`config.mk`:
```
export PLATFORM = sky130hd
export DESIGN_NAME = pcm_sample_feeder
export DESIGN_NICKNAME = d
export VERILOG_FILES = /design/src/rtl/pcm_sample_feeder.sv
export SDC_FILE = /design/constraint.sdc
export NUM_CORES = 1
export LEC_CHECK = 0
export CAP_MARGIN = 5
export CORE_MARGIN = 3
export CORE_UTILIZATION = 60
export DETAILED_ROUTE_END_ITERATION = 12
export PLACE_DENSITY = 0.79
export SETUP_SLACK_MARGIN = 0.2
export SLEW_MARGIN = 40
export SYNTH_ARGS = -nofsm -noshare
export SYNTH_HDL_FRONTEND = slang
export SYNTH_SLANG_ARGS = --single-unit
```
`constraint.sdc`:
```
create_clock -name clk -period 2.42 [get_ports clk]
set_input_delay 0.242 -clock clk [delete_from_list [all_inputs] [get_ports clk]]
set_output_delay 0.242 -clock clk [all_outputs]
set_load 0.01 [all_outputs]
```
`src/rtl/pcm_sample_feeder.sv`:
```
`default_nettype none
// ============================================================================
//  Module   : pcm_sample_feeder
//  Purpose  : PCM sample FIFO feeding a 1-bit PWM DAC. The host pushes
//             16-bit signed samples. Each next_sample strobe pops one sample
//             into the playback register. pwm_out compares the oversample
//             phase against the sample's offset-binary duty value. The block
//             reports FIFO level and sticky overflow/underrun flags.
//  Revision : 1.0  initial release
// ============================================================================
module pcm_sample_feeder #(
    parameter int AW = 4
) (
    input  logic          clk,
    input  logic          rst,
    input  logic          flush,
    input  logic          wr_en,
    input  logic [15:0]   wr_data,
    input  logic          dac_clk,
    input  logic          next_sample,
    input  logic [8:0]    phase,
    input  logic          clr_flags,
    output logic [15:0]   sample_cur,
    output logic          pwm_out,
    output logic [AW:0]   level,
    output logic          full,
    output logic          empty,
    output logic          ovf,
    output logic          unf
);

    localparam int            c_DEPTH      = 1 << AW;
    localparam logic [AW:0]   c_FULL_LEVEL = {1'b1, {AW{1'b0}}};
    localparam logic [AW:0]   c_ZERO_LEVEL = '0;
    localparam logic [8:0]    c_DUTY_MID   = 9'd256;

    // ------------------------------------------------------------------
    // State
    // ------------------------------------------------------------------
    logic [15:0]   mem_q [c_DEPTH];
    logic [AW-1:0] wr_ptr_q,   wr_ptr_d;
    logic [AW-1:0] rd_ptr_q,   rd_ptr_d;
    logic [AW:0]   level_q,    level_d;
    logic          full_q,     full_d;
    logic          empty_q,    empty_d;
    logic [15:0]   sample_q,   sample_d;
    logic [8:0]    duty_q,     duty_d;
    logic          pwm_q,      pwm_d;
    logic          ovf_q,      ovf_d;
    logic          unf_q,      unf_d;

    // ------------------------------------------------------------------
    // Event decode
    // ------------------------------------------------------------------
    logic        w_pop_req;    // strobe on a non-empty FIFO
    logic        w_pop;        // pop actually performed (flush blocks it)
    logic        w_push;       // push actually performed
    logic        w_ovf_set;
    logic        w_unf_set;
    logic [15:0] w_head;

    assign w_head    = mem_q[rd_ptr_q];
    assign w_pop_req = next_sample & ~empty_q;
    assign w_pop     = w_pop_req & ~flush;
    // A pop in the same cycle frees a slot, so a full FIFO still accepts.
    assign w_push    = wr_en & ~flush & (~full_q | w_pop_req);
    assign w_ovf_set = wr_en & full_q & ~w_pop_req;
    // No write-through: an empty FIFO underruns even if a push arrives now.
    assign w_unf_set = next_sample & empty_q;

    // Pointer, level and status next-state
    always_comb begin
        wr_ptr_d = wr_ptr_q;
        rd_ptr_d = rd_ptr_q;
        level_d  = level_q;
        if (flush) begin
            wr_ptr_d = '0;
            rd_ptr_d = '0;
            level_d  = '0;
        end else begin
            if (w_push) begin
                wr_ptr_d = wr_ptr_q + 1'b1;
            end
            if (w_pop) begin
                rd_ptr_d = rd_ptr_q + 1'b1;
            end
            if (w_push && !w_pop) begin
                level_d = level_q + 1'b1;
            end else if (w_pop && !w_push) begin
                level_d = level_q - 1'b1;
            end
        end
        full_d  = (level_d == c_FULL_LEVEL);
        empty_d = (level_d == c_ZERO_LEVEL);
    end

    // Playback sample, duty, PWM and sticky flags next-state
    always_comb begin
        sample_d = sample_q;
        duty_d   = duty_q;
        pwm_d    = pwm_q;
        ovf_d    = ovf_q;
        unf_d    = unf_q;
        if (w_pop) begin
            sample_d = w_head;
            // Signed to offset binary: flip sign bit, keep top 9 bits.
            duty_d   = {~w_head[15], w_head[14:7]};
        end
        // Compare uses the duty in force before any same-cycle pop, so a
        // new sample only takes effect from the next PWM period.
        if (dac_clk) begin
            pwm_d = (phase < duty_q);
        end
        if (w_ovf_set) begin
            ovf_d = 1'b1;
        end else if (clr_flags) begin
            ovf_d = 1'b0;
        end
        if (w_unf_set) begin
            unf_d = 1'b1;
        end else if (clr_flags) begin
            unf_d = 1'b0;
        end
    end

    // Sample storage; contents need no reset because level gates reads
    always_ff @(posedge clk) begin
        if (w_push) begin
            mem_q[wr_ptr_q] <= wr_data;
        end
    end

    // FIFO control registers
    always_ff @(posedge clk or posedge rst) begin
        if (rst) begin
            wr_ptr_q <= '0;
            rd_ptr_q <= '0;
            level_q  <= '0;
            full_q   <= 1'b0;
            empty_q  <= 1'b1;
        end else begin
            wr_ptr_q <= wr_ptr_d;
            rd_ptr_q <= rd_ptr_d;
            level_q  <= level_d;
            full_q   <= full_d;
            empty_q  <= empty_d;
        end
    end

    // Playback, PWM and flag registers
    always_ff @(posedge clk or posedge rst) begin
        if (rst) begin
            sample_q <= '0;
            duty_q   <= c_DUTY_MID;
            pwm_q    <= 1'b0;
            ovf_q    <= 1'b0;
            unf_q    <= 1'b0;
        end else begin
            sample_q <= sample_d;
            duty_q   <= duty_d;
            pwm_q    <= pwm_d;
            ovf_q    <= ovf_d;
            unf_q    <= unf_d;
        end
    end

    assign sample_cur = sample_q;
    assign pwm_out    = pwm_q;
    assign level      = level_q;
    assign full       = full_q;
    assign empty      = empty_q;
    assign ovf        = ovf_q;
    assign unf        = unf_q;

endmodule
`default_nettype wire

```
==> results of run 1 <==
final cells by class:
cell class              count  share of cell area [%]
clock buffers              32                    5.29
clock inverters            19                    1.67
inverters                  18                   0.485
multi-input cells         327                    21.0
flip-flops and latches    291                    61.5
well taps                 260                    2.33
repair buffers            100                    7.72
what timing repair did:
| action | CTS | global route |
|---|---|---|
| buffers inserted | 0 | 0 |
| resized for setup | 0 | 3 |
| hold buffers | 0 | 0 |
| endpoints found under the setup margin | 0 | 56 |
power by group:
group / switching (mW) / internal [mW] / leakage, nW
Combinational: 1.11 / 1.04 / 1.41
Sequential: 0.276 / 5.72 / 2.75
Clock: 1.84 / 2.73 / 0.472
routing by layer:
metal,GRT usage (%),vias up
met5,0,-
met4,10.8,2
met3,4.53,72
met2,42.2,399
met1,36.8,3376
li1,-,2839
state kept, by name, summed over array words and instances, names as in the netlist:
name,count
duty_q,1
wr_ptr_q,4
unf,1
sample_cur,16
ovf,1
empty,1
level,5
rd_ptr_q,4
full,1
mem_q,256
pwm_out,1
cell usage in the layout, fill, tap and decap left out, types with 3 or more instances in the layout:
master,count
edfxtp_1,256
mux2i_1,70
clkdlybuf4s50_1,56
dfrtp_1,31
clkbuf_16,29
mux4_2,28
buf_4,28
nor2_1,25
nand2_1,23
a221oi_1,19
a22oi_1,19
inv_1,17
ha_1,15
buf_12,15
o21ai_0,14
and2_1,14
o211ai_1,12
a21oi_1,10
nand3_1,9
nor2b_1,7
clkinv_1,7
xnor2_1,5
bufinv_16,5
nand2b_1,4
xor2_1,4
o21ai_1,4
nor3_1,4
and3_1,4
nand4_1,3
clkinv_2,3
clkbuf_1,3
cell families after synthesis:
logic type | Yosys count | share of synthesized area [%]
compound gates | 96 | 6.08
xor+xnor | 9 | 0.666
fa+ha+maj | 15 | 1.59
buf+inv | 59 | 2.92
flops | 291 | 72.4
mux | 100 | 11.5
simple gates | 107 | 4.84
metrics by stage:
step                util, %  hold slack (ns)  total power [mW]  instances  setup WS (ns)
floorplan                 -            0.341              7.31        677          0.371
global placement       68.2            0.501              8.14        996          0.109
detailed placement     68.2            0.518              8.21        996         0.0995
CTS                    73.3            0.137              12.7       1047          0.239
global route           73.3            0.161              13.1       1047          0.216
finish                 73.3            0.120              12.7       1047          0.331
critical path, delay by kind of cell (launching register included):
family	cells	cell delay (ns)
buffers and inverters	1	0.42
AOI/OAI and AO/OA	2	0.42
muxes	1	0.38
DFF	1	0.73
final timing paths:
kind                                         endpoint  cells past startpoint
max in group asynchronous     rd_ptr_q[1]$_DFFE_PP0P_                      3
max reg2reg                sample_cur[14]$_DFFE_PP0P_                      4
max                        sample_cur[14]$_DFFE_PP0P_                      4
min in group clk                      ovf$_DFFE_PP0P_                      2
min                        sample_cur[14]$_DFFE_PP0P_                      3
min reg2reg                           ovf$_DFFE_PP0P_                      2
==> qor.txt, run 1 <==
Status: finished clean
WL final: 27600 um
Final ANT Viol Nets: 0
Fillers: 1128
Worst setup EP type: flop
CTS HTree Levels: 1
Longest Clk Path Bufs: 3
Synthesized instance count: 677
Slew @ Worst Pin: 0.832 ns
Ys flop type: edfxtp_1
Total track usage: 26.4%
Routed wl met2: 13400 um
Initial antenna violation count: 1
Average cell area after synthesis: 17.5 um^2
TritonRoute pass-1 iters: 5
Post-synth net total: 724
Largest net degree at the start of global routing: 36
Drt drc: 0
Leakage: 4.63 nW
Critical path arrival: 2.49 ns
M1 WL: 10600 um
IO buf count: 57
CP cell instances: buf_4 -> mux4_2 -> o2111ai_1 -> o211ai_1
Met3 routed WL: 2490 um
Synthesis Warnings: 0
Cell with the most instances after synthesis: edfxtp_1
EDFF count, synth: 256
Final setup fails: 0
Vias: 6688
Synth top cells by count: edfxtp_1, mux2i_1, dfrtp_1, mux4_2, nor2_1
CP Class: reg2reg
Synth top area share: 65.0%
Gpl congestion: 0.874
FP Rows: 50
Hold crit path type: in2async
Clock slew at reported path FFs: 0.06 ns
Sink Count: 291
Max Cap Violations: 0
Distinct cells, synth: 54
Share of cells above drive strength 1: 17.2%
# diodes: 0
TritonCTS clock tree: built
Per-cell routed wire length: 26.4 um
Slowest cell on crit path: dfrtp_4
Final period util: 86.3%
Synth area leaders: edfxtp_1, dfrtp_1, mux2i_1
Clock latency on the worst-skew pair: 0.54 ns
Area after DPL: 13000 um^2
Nets@finish: 814
Async set-reset flop share out of synthesis: 12.0%
1st-iter DRT viols: 810
Pins Over Slew Limit: 0
CP startpoint kind: flop
CTS root buf: clkbuf_16
First-pass GRT wire length: 42400 um
Seq cells post-synth: 291
Final instance area: 13900 um^2
Starting density of the core: 62.2%
Clock Skews: 0.0107 ns
Highest clock rate: 479 MHz
Register area share after synthesis: 72.4%
DR vias/cell: 6.39
CP required: 2.82 ns
Synth area leader: edfxtp_1
RSZ-0062 raised after global routing: no
Final global-route overflow total: 0
Top routing layer in use: met5
Flop-to-flop setup slack: 0.33 ns
Fin crit period: 2.09 ns
P&R area growth vs syn: 17.8%
Crit Path Max Fanout: 25
Mapped cell area: 11800 um^2
Worst vdd ir: 0.633 mV
PD cells: 911 nW/um^2
Post-DP HPWL: 17900 um
Reg-to-reg startpoint: rd_ptr_q[1]$_DFFE_PP0P_
CTS Buf Count: 29
Final Hold Vio Count: 0
Slowest stage delay, CP: 0.73 ns
# IOs: 58
Core area: 19000 um^2
Multi-input logic area: 2930 um^2
Max_slew headroom: 44.3%
Number of global-route vias before repair: 6929
FF/Latch Area: 8570 um^2
Die width: 146 um
CP startpoint: rd_ptr_q[1]$_DFFE_PP0P_
Die Span Y: 146 um
Setup Total Neg Slack: 0 ns
DIE AREA: 21400 um^2
Power figures use the tool's default switching activity.
==> run 2, diff against run 1 <==
--- a/config.mk
+++ b/config.mk
@@ -10,8 +10,10 @@
 export CORE_UTILIZATION = 60
 export DETAILED_ROUTE_END_ITERATION = 12
 export PLACE_DENSITY = 0.79
+export REMOVE_ABC_BUFFERS = 1
 export SETUP_SLACK_MARGIN = 0.2
 export SLEW_MARGIN = 40
 export SYNTH_ARGS = -nofsm -noshare
 export SYNTH_HDL_FRONTEND = slang
 export SYNTH_SLANG_ARGS = --single-unit
+export TNS_END_PERCENT = 20
==> run 2 against run 1 <==
Highest routed layer is now met4; power fell by 1.1%; clock power fell by 5.7%; clock skew rose by 0.0064 ns; sequential power barely moved; die area did not move; register-to-register slack got worse by 0.02 ns; fmax fell by 0.89%; critical path depth rose by 2.
==> qor.txt, run 2 (synthesis gave the netlist of run 1 again) <==
Status: finished clean
Final setup fails: 0 (unchanged)
Pins Over Slew Limit: 0 (unchanged)
Clock Skews: 0.0171 ns (+0.00637 ns)
Per-cell routed wire length: 27.0 um (+2.4%)
Starting density of the core: 62.2% (unchanged)
First-pass GRT wire length: 43500 um (+2.5%)
Largest net degree at the start of global routing: 30 (-17%)
Commonest cells after routing, fill and taps aside: edfxtp_1, mux2i_1, clkdlybuf4s50_1, buf_4, dfrtp_1
Final global-route overflow total: 0 (unchanged)
RSZ-0062 raised after global routing: no
Number of flip-flops in the largest register: 256 (unchanged)
Number of global-route vias before repair: 6908 (-0.30%)
Nets@finish: 834 (+2.5%)
Initial antenna violation count: 0 (-1)
Clock slew at reported path FFs: 0.07 ns (about the same)
CP required: 2.84 ns (+0.02 ns)
FP Rows: 50 (unchanged)
Share of cells above drive strength 1: 19.8% (+2.6 points)
Setup Total Neg Slack: 0 ns (unchanged)
Die width: 146 um (unchanged)
IO buf count: 57 (unchanged)
Final ANT Viol Nets: 0 (unchanged)
DR vias/cell: 6.47 (+1.3%)
Max_slew headroom: 41.1% (-3.2 points)
Fillers: 1113 (-1.3%)
Total power: 12.6 mW (-1.1%)
PD cells: 892 nW/um^2 (-2.1%)
Clock latency on the worst-skew pair: 0.54 ns (about the same)
Gpl congestion: 0.925 (+5.9%)
# IOs: 58 (unchanged)
Final Hold Vio Count: 0 (unchanged)
1st-iter DRT viols: 970 (+20%)
DIE AREA: 21400 um^2 (unchanged)
Total track usage: 27.1% (+0.71 points)
CTS Buf Count: 28 (-3.4%)
Longest Clk Path Bufs: 3 (unchanged)
Highest clock rate: 474 MHz (-0.89%)
Core area: 19000 um^2 (unchanged)
Crit Path Max Fanout: 18 (-28%)
Most common cell after layout, fill and taps aside: edfxtp_1
Critical path arrival: 2.52 ns (+0.03 ns)
Worst setup EP type: flop
Reg with most FFs: mem_q
# diodes: 0 (unchanged)
Final period util: 87.1% (+0.78 points)
CP Class: reg2reg
WL final: 28900 um (+4.6%)
CTS HTree Levels: 1 (unchanged)
P&R area growth vs syn: 19.0%
TritonCTS clock tree: built
Post-DP HPWL: 18700 um (+4.4%)
Leakage: 4.74 nW (+2.4%)
Worst vdd ir: 0.659 mV (+4.1%)
Sink Count: 291 (unchanged)
CTS root buf: clkbuf_16
Drt drc: 0 (unchanged)
Die Span Y: 146 um (unchanged)
Max Cap Violations: 0 (unchanged)
Hold crit path type: in2reg
Slew @ Worst Pin: 0.880 ns (+0.0482 ns)
CP startpoint kind: flop
Fin worst setup slack: 0.312 ns (-0.0188 ns)
Fin crit period: 2.11 ns (+0.0188 ns)
Vias: 6916 (+3.4%)
Pre-CTS WS: 0.133 ns (+0.0338 ns)
TritonRoute pass-1 iters: 5 (unchanged)
## run 2: changes by cell type in the layout (fill, tap and decap cells not counted), moves of 3 or more
cell       previous run  this run
clkinv_1              7         4
clkbuf_1              3         0
clkinv_2              3        12
clkbuf_8              0         3
bufinv_16             5         2
buf_4                28        47
## run 2: final cells by class
type                            instances  area (um^2)  share of cell area (%)
Sequential cell                       291         8570                    60.9
Tap cell                              260          325                    2.31
Clock inverter                         20          155                    1.10
Multi-Input combinational cell        327         2930                    20.8
Clock buffer                           32          767                    5.45
Timing Repair Buffer                  121         1260                    8.96
Inverter                               18         67.6                   0.480
## run 2: repair_timing
| action | 4_1_cts | 5_1_grt |
|---|---|---|
| buffers inserted | 1 | 6 |
| hold buffers | 1 | 0 |
| cloned | 0 | 0 |
| endpoints found under the hold margin | 9 | 0 |
| endpoints found under the setup margin | 2 | 1 |
| resized for setup | 1 | 1 |
## run 2: through the flow
step	area (um^2)	hold WS (ns)	util, %	std cells
finish	14100	0.304	74.0	1069
global route	14100	0.318	74.0	1069
CTS	14000	0.301	73.8	1063
detailed placement	13100	0.466	68.7	1009
global placement	13100	0.461	68.7	1009
floorplan	11600	0.305	-	636
## run 2: worst paths after layout
path                                            start                         end  slack [ns]  cells after the start
hold reg to reg            sample_cur[15]$_DFFE_PP0P_  sample_cur[15]$_DFFE_PP0P_        0.48                      2
hold / removal                              clr_flags             unf$_DFFE_PP0P_        0.30                      2
min in group asynchronous                         rst  sample_cur[12]$_DFFE_PP0P_        0.50                      3
setup / recovery              rd_ptr_q[0]$_DFFE_PP0P_   sample_cur[2]$_DFFE_PP0P_        0.31                      6
max in group asynchronous                         rst             empty$_DFF_PP1_        1.17                      4
setup reg to reg              rd_ptr_q[0]$_DFFE_PP0P_   sample_cur[2]$_DFFE_PP0P_        0.31                      6
## run 2: report_power, final
group          leakage [nW]  switching (mW)  internal [mW]
clock                 0.463            1.82           2.48
combinational          1.53            1.15           1.09
sequential             2.75           0.288           5.73
## run 2: routing by layer
layer / GRT usage, % / up-vias / wire (um)
li1: - / 2889 / -
met1: 40.2 / 3519 / 11400
met2: 43.8 / 440 / 14000
met3: 3.32 / 68 / 2680
met4: 7.15 / 0 / 747
met5: 0 / - / 0
## run 2: critical path, stage by stage, from the launching register on
cell and delay [ns]:
dfrtp_4 0.60, buf_4 0.23, mux4_2 0.55, nor2_1 0.20, a221oi_2 0.09, a22oi_1 0.21
nand2_1 0.08
==> RTL change (flow settings as in run 1) <==
Change the parameter `AW` from 4 to 3.
--- a/src/rtl/pcm_sample_feeder.sv
+++ b/src/rtl/pcm_sample_feeder.sv
@@ -9,7 +9,7 @@
 //  Revision : 1.0  initial release
 // ============================================================================
 module pcm_sample_feeder #(
-    parameter int AW = 4
+    parameter int AW = 3
 ) (
     input  logic          clk,
     input  logic          rst,
Ports: changed (resized level); port bits go from 58 to 57. No check against the original RTL was run, so the function may have changed too.
==> RTL change against run 1 <==
Setup slack gained 0.015 ns; global-route usage shrank 3.2 points; sequential cell count shrank 131; power shrank 41%; design area shrank 43%; wire length shrank 54%; area after synthesis shrank 45%; combinational power shrank 28%.
==> RTL change: results (changes against run 1) <==
stage,metric,value,unit,change
final_layout,largest_reg_flops,128,,-50%
final_layout,final_cells,600,,-43%
cts,insertion_delay,0.51,ns,-0.03 ns
yosys,synth_compound_area_share,3.33,%,-2.7 points
placement,placed_cell_area,7360,µm²,-43%
pwr,p_switching,1.97,mW,-39%
setup_path,crit_fanout,9,,-64%
yosys,synthXorXnorAreaFrac,0.809,%,+0.14 points
yosys,synth_common_cells,"edfxtp_1 (128), mux4_2 (32), nor2_1 (31)",,
route,wl_per_cell,21.1,µm,-20%
final_layout,clockBufferCount,19,,-41%
route,wl_met1,4860,µm,-54%
placement,finalWeightedCongestion,0.863,,-1.3%
yosys,netlist_instances,372,,-45%
cts,cts.path.max_buffers,2,,-1
pwr,p_seq_share,45.9,%,-1.3 points
final_layout,buffers_excl_clock,83,,-17%
cts,htreeDepth,4,,+3
final_layout,nNetsFinal,495,,-39%
setup_path,cp_slowest_cell,or4bb_2,,
yosys,synth_mux_area_share,13.6,%,+2.1 points
final_layout,seq_area,4650,µm²,-46%
global_route,antenna_found_initial,0,,-1
pwr,power_clock,2.48,mW,-46%
run_status,status,finished clean,,
pwr,p_leak,2.77,nW,-40%
route,dr_wl_met2,6720,µm,-50%
global_route,grt_pass1_vias,3577,,-48%
global_route,met3_usage,4.72,%,+0.19 points
placement,dp_slack,0.0279,ns,-0.0715 ns
global_route,grt_use_total,23.2,%,-3.2 points
placement,dp_cells,568,,-43%
final_layout,utilization,76.0,%,+2.7 points
global_route,met1_usage,29.3,%,-7.5 points
RTL change: changes by cell type after synthesis, moves of 12 or more:
| cell | run 1 | this run |
|---|---|---|
| edfxtp_1 | 256 | 128 |
| o211ai_1 | 12 | 0 |
| a221oi_1 | 19 | 0 |
| a22oi_1 | 19 | 0 |
| and2_1 | 15 | 1 |
| mux2i_1 | 70 | 16 |
RTL change: final timing paths:
| kind | end | depth (start not counted) | slack, ns | start |
|---|---|---|---|---|
| worst max-delay path | empty$_DFF_PP1_ | 7 | 0.35 | level[1]$_DFF_PP0_ |
| worst min-delay path | ovf$_DFFE_PP0P_ | 2 | 0.11 | rst |
| worst max register to register | empty$_DFF_PP1_ | 7 | 0.35 | level[1]$_DFF_PP0_ |
| worst min register to register | sample_cur[15]$_DFFE_PP0P_ | 1 | 0.49 | sample_cur[15]$_DFFE_PP0P_ |
| max in group asynchronous | duty_q[8]$_DFFE_PP1P_ | 3 | 1.64 | rst |
| min in group clk | ovf$_DFFE_PP0P_ | 2 | 0.33 | clr_flags |
